`src/rtl/int_mul_iter.sv`:
```
`default_nettype none
// +--------------------------------------------------------------------------+
// | int_mul_iter: iterative XLEN x XLEN -> 2*XLEN multiplier, BPC bits/cycle  |
// | Optional macro INT_MUL_EARLY_OUT_EN: leave CALC once multiplier is zero.  |
// | Revision: 1.0                                                            |
// +--------------------------------------------------------------------------+
module int_mul_iter #(
  parameter int XLEN = 64,
  parameter int BPC  = 4
) (
  input  logic              clk,
  input  logic              rst,
  input  logic              start,
  input  logic              flush,
  input  logic [1:0]        mode,
  input  logic [XLEN-1:0]   inp1,
  input  logic [XLEN-1:0]   inp2,
  output logic              busy,
  output logic              valid,
  output logic [2*XLEN-1:0] int_mul_out
);

  localparam int N  = XLEN / BPC;
  localparam int CW = $clog2(N + 1);
  localparam int PW = 2 * XLEN;

  typedef enum logic [1:0] {
    IDLE = 2'd0,
    CALC = 2'd1,
    FIX  = 2'd2,
    DONE = 2'd3
  } state_t;

  state_t          state_q, state_d;
  logic [PW-1:0]   acc_q, acc_d;
  logic [PW-1:0]   mcand_q, mcand_d;
  logic [PW-1:0]   out_q, out_d;
  logic [XLEN-1:0] mplier_q, mplier_d;
  logic [CW-1:0]   cnt_q, cnt_d;
  logic            neg_q, neg_d;

  logic            w_op1_signed;
  logic            w_op2_signed;
  logic [XLEN-1:0] w_mag1;
  logic [XLEN-1:0] w_mag2;
  logic [PW-1:0]   w_pp;
  logic            w_calc_done;

  // mode 2'b11 falls through to unsigned x unsigned
  assign w_op1_signed = (mode == 2'b01) || (mode == 2'b10);
  assign w_op2_signed = (mode == 2'b01);

  // The most negative value negates to itself, which read unsigned is 2^(XLEN-1).
  assign w_mag1 = (w_op1_signed && inp1[XLEN-1]) ? -inp1 : inp1;
  assign w_mag2 = (w_op2_signed && inp2[XLEN-1]) ? -inp2 : inp2;

  always_comb begin
    w_pp = '0;
    for (int i = 0; i < BPC; i++) begin
      if (mplier_q[i]) begin
        w_pp = w_pp + (mcand_q << i);
      end
    end
  end

`ifdef INT_MUL_EARLY_OUT_EN
  assign w_calc_done = (cnt_q == '0) || (mplier_q == '0);
`else
  assign w_calc_done = (cnt_q == '0);
`endif

  always_comb begin
    state_d  = state_q;
    acc_d    = acc_q;
    mcand_d  = mcand_q;
    mplier_d = mplier_q;
    cnt_d    = cnt_q;
    neg_d    = neg_q;
    out_d    = out_q;

    if (flush) begin
      state_d = IDLE;
    end else begin
      case (state_q)
        IDLE, DONE: begin
          state_d = IDLE;
          if (start) begin
            state_d  = CALC;
            acc_d    = '0;
            mcand_d  = {{XLEN{1'b0}}, w_mag1};
            mplier_d = w_mag2;
            cnt_d    = CW'(N);
            neg_d    = (w_op1_signed & inp1[XLEN-1]) ^ (w_op2_signed & inp2[XLEN-1]);
          end
        end
        CALC: begin
          if (w_calc_done) begin
            state_d = FIX;
          end else begin
            acc_d    = acc_q + w_pp;
            mcand_d  = mcand_q << BPC;
            mplier_d = mplier_q >> BPC;
            cnt_d    = cnt_q - CW'(1);
          end
        end
        FIX: begin
          out_d   = neg_q ? -acc_q : acc_q;
          state_d = DONE;
        end
        default: state_d = IDLE;
      endcase
    end
  end

  always_ff @(posedge clk or posedge rst) begin
    if (rst) begin
      state_q  <= IDLE;
      acc_q    <= '0;
      mcand_q  <= '0;
      mplier_q <= '0;
      cnt_q    <= '0;
      neg_q    <= 1'b0;
      out_q    <= '0;
    end else begin
      state_q  <= state_d;
      acc_q    <= acc_d;
      mcand_q  <= mcand_d;
      mplier_q <= mplier_d;
      cnt_q    <= cnt_d;
      neg_q    <= neg_d;
      out_q    <= out_d;
    end
  end

  assign busy        = (state_q == CALC) || (state_q == FIX);
  assign valid       = (state_q == DONE);
  assign int_mul_out = out_q;

endmodule
`default_nettype wire

```
`config.mk`:
```
export PLATFORM = sky130hd
export DESIGN_NAME = int_mul_iter
export DESIGN_NICKNAME = d
export VERILOG_FILES = /design/src/rtl/int_mul_iter.sv
export SDC_FILE = /design/constraint.sdc
export NUM_CORES = 2
export LEC_CHECK = 0
export BUFFER_PORTS_ARGS = -buffer_cell sky130_fd_sc_hd__buf_4
export CAP_MARGIN = 25
export CORE_MARGIN = 2
export CORE_UTILIZATION = 51
export DETAILED_ROUTE_END_ITERATION = 12
export HOLD_SLACK_MARGIN = 0.1
export PLACE_DENSITY = 0.65
export SYNTH_ARGS = -nofsm -noshare
export SYNTH_HDL_FRONTEND = slang
export SYNTH_SLANG_ARGS = --single-unit
```
`constraint.sdc`:
```
create_clock -name clk -period 20.1 [get_ports clk]
set_clock_uncertainty 0.05 [all_clocks]
set_input_delay 2.01 -clock clk [delete_from_list [all_inputs] [get_ports clk]]
set_output_delay 2.01 -clock clk [all_outputs]
set_load 0.01 [all_outputs]
```
==> flow_summary_export.csv <==
group,metric,value,unit
sta,min_period,14.48,ns
power,vdd.ir_drop.worst,0.08157,mV
setup_path,critical_path.startpoint,"mcand_q[2]$_DFFE_PP0P_",
power,clkPwrFrac,12.5,%
setup_path,cp_data_required_time,20.57,ns
sta,worstMarginPinSlew,1.092,ns
power,p_comb_share,67.5,%
job,maxCapViolCount,0,
power,p_int,3.931,mW
setup_path,path_delay_family,"compound AO/OA/AOI/OAI gates",
clocking,post_cts_buffers,0,
sta,hold_violations,0,
floorplanning,die_w,338.4,um
floorplanning,die_h,338.4,um
power,switchingPower,4.569,mW
floorplanning,die_area,0.1145,mm^2
routing,drtIter0Drc,6269,
setup_path,critPathMaxStageDelay,0.66,ns
finish,nets,8200,
setup_path,path_buf_inv,1,
placed_design,gp_congestion,1.042,
grt,grt_first_pass_wirelength,296300,um
floorplanning,core,0.1108,mm^2
outcome,status,"finished, final reports clean",
setup_path,path_class,"flop to flop",
synthesis,synth_top_area_share,20.00,%
synthesis,ys_warn_count,0,
routing,wl_per_cell,20.95,um
synthesis,synth_edf_count,0,
setup_path,cp_max_fo,11,
synthesis,ys_seq_elements,456,
power,seqPwrFrac,20.0,%
power,p_per_area,138.5,mW/mm^2
routing,via_per_inst,6.281,
grt,antenna_found_initial,4,
min_path,min_from,"int_mul_out[47]$_DFFE_PP0P_",
routing,dr.pass1.iters,6,
grt,grt_pass1_vias,51388,
min_path,min_path_type,"flop to flop",
routing,dr_total_vias,57152,
synthesis,yosysTopAreaCell,"dfrtp_1",
clocking,cts_resized,0,
synthesis,yosysSeqAreaShare,20.00,%
synthesis,syn-num-nets,8318,
synthesis,avgSynthCellArea,7.428,um^2
synthesis,synth_area_leaders,"dfrtp_1 (20%), ha_1 (11%), o21ai_0 (7.4%)",
sta,timing.fmax,69.08,MHz
setup_path,cp_data_arrival_time,14.95,ns
routing,route.detailed.drc,0,
floorplanning,fp-row-count,122,
setup_path,crit_slowest_cell,"dfrtp_1",
setup_path,cp-start-kind,"flop",
grt,groute.usage.overall,31.94,%
clocking,clk_pin_slew_worst_paths,0.06,ns
clocking,cts_buffers,55,
finish,stdcell_count,9099,
placed_design,portBuffers,263,
finish,area_growth,7.613,%
floorplanning,num_io_pins,264,
clocking,cts_tree,"done",
finish,fillerInstances,10818,
clocking,ctsHtreeMaxLevel,2,
placed_design,place_inst,8990,
power,swShare,53.75,%
grt,grt_max_degree,129,
grt,grt_overflow_total,0,
synthesis,ys_async_sr_fraction,100.0,%
sta,drv_slew,0,
routing,ant_nets,0,
synthesis,synth-main-ff-cell,"dfrtp_1",
clocking,cts_hold_buffers,0,
clocking,clockRootBuffer,"clkbuf_16",
placed_design,place_hpwl,152100,um
sta,setup_tns,0,ns
sta,period_share,72.02,%
clocking,clk_path_buf_depth,3,
clocking,cts.sinks,456,
routing,drt-total-wl,190600,um
setup_path,path_common_cell,"a21oi_1",
finish,drive_gt1_share,8.216,%
clocking,clk_latency,0.71,ns
floorplanning,start_util,51.48,%
setup_path,cp-end-kind,"flop",
synthesis,netlist_area,0.05705,mm^2
synthesis,synthCells,7680,
power,leakagePower,28.27,nW
sta,relSlewSlack,27.19,%
synthesis,ys_types,103,
sta,setup_viol,0,
setup_path,reg2reg_from,"mcand_q[2]$_DFFE_PP0P_",
sta,rsz0062_at_grt,"false",
==> area by class of cell <==
type | count | area (um^2) | share of cell area [%]
Antenna cell | 4 | 10.01 | 0.01631
Clock buffer | 72 | 1540 | 2.509
Clock inverter | 30 | 359.1 | 0.5849
Inverter | 235 | 889.6 | 1.449
Multi-Input combinational cell | 6512 | 42970 | 69.99
Sequential cell | 456 | 11430 | 18.62
Tap cell | 1488 | 1862 | 3.033
Timing Repair Buffer | 302 | 2330 | 3.795
==> flip-flops by register name (all words and copies together), names as in the netlist <==
name	flops
acc_q	128
cnt_q	5
int_mul_out	128
mcand_q	128
mplier_q	64
neg_q	1
state_q	2
==> kinds of logic after synthesis <==
logic type	Yosys count	share of synthesized area [%]
mux	147	2.871
buf+inv	712	4.762
simple gates	2215	18.21
compound gates	2893	31.46
fa+ha+maj	505	11.12
flops	456	20.00
xor+xnor	752	11.57
==> Yosys cell counts (96+ instances only) <==
library cell,number
ha_1,500
a22o_1,108
nand4_1,180
nor2_1,510
inv_1,235
a21oi_1,830
nor3_1,98
nand2_1,874
o21ai_0,848
xor2_1,396
a22oi_1,135
xnor2_1,355
a21o_1,299
clkbuf_1,424
mux2_2,133
dfrtp_1,456
o21bai_1,137
and2_1,96
==> metal layers <==
layer | track usage, % | vias to the layer above | share of wire (%)
met5 | 0 | - | 0
li1 | - | 27797 | -
met3 | 6.856 | 162 | 11
met2 | 40.04 | 2549 | 36
met1 | 53.68 | 26644 | 51
met4 | 5.583 | 0 | 1.7
==> power groups by stage <==
stage               combinational, mW  sequential, mW  clock, mW
finish                           5.74            1.70       1.06
global route                     6.32            1.74       1.11
CTS                              5.62            1.69       1.08
detailed placement               5.59            1.71          0
global placement                 5.54            1.70          0
floorplan                        4.24            1.46          0
==> metrics by stage <==
stage          power (mW)  instance area (um^2)  utilization (%)  setup WS (ns)  hold slack [ns]
2_1_floorplan       5.697                 57050                -          5.328           0.4007
3_3_place_gp        7.238                 59370            53.57          5.649           0.4118
3_5_place_dp        7.292                 59410            53.61          6.112           0.4211
4_1_cts             8.389                 61310            55.32          6.050           0.4342
5_1_grt             9.172                 61390            55.39          4.574           0.4508
6_report            8.500                 61390            55.39          5.623           0.4246
==> cells in the final DEF (no fill, tap or decap), drive strengths merged, types with 53 or more instances in the layout <==
| cell | netlist | layout |
|---|---|---|
| a21o | 299 | 299 |
| a22o | 108 | 108 |
| ha | 500 | 500 |
| nand3 | 90 | 90 |
| o31ai | 88 | 88 |
| nand2b | 76 | 76 |
| xor2 | 396 | 396 |
| nor2b | 54 | 54 |
| xnor2 | 355 | 355 |
| o21bai | 137 | 137 |
| a31oi | 62 | 62 |
| a22oi | 135 | 135 |
| nor2 | 511 | 511 |
| clkbuf | 425 | 72 |
| dfrtp | 456 | 456 |
| buf | 52 | 302 |
| nor4 | 53 | 53 |
| a21oi | 830 | 830 |
| mux2 | 133 | 133 |
| o21ai | 874 | 874 |
| and2 | 97 | 97 |
| nand2 | 874 | 874 |
| nor3 | 100 | 100 |
| nand4 | 181 | 181 |
| inv | 235 | 243 |
==> tightest hold or removal path, cell delays in order, from the launching register on <==
cell and delay, ns:
dfrtp_1 0.34, nand2_1 0.05, o21ai_0 0.06
==> final timing paths <==
kind                                                     to  slack, ns  depth (start not counted)
max in group asynchronous          mplier_q[42]$_DFFE_PP0P_      15.71                          5
worst max register to register       acc_q[117]$_DFFE_PP0P_       5.62                         59
worst min-delay path            int_mul_out[47]$_DFFE_PP0P_       0.42                          2
min in group asynchronous       int_mul_out[29]$_DFFE_PP0P_       1.39                          2
worst max-delay path                 acc_q[117]$_DFFE_PP0P_       5.62                         59
worst min register to register  int_mul_out[47]$_DFFE_PP0P_       0.42                          2
Power figures use the tool's default switching activity.
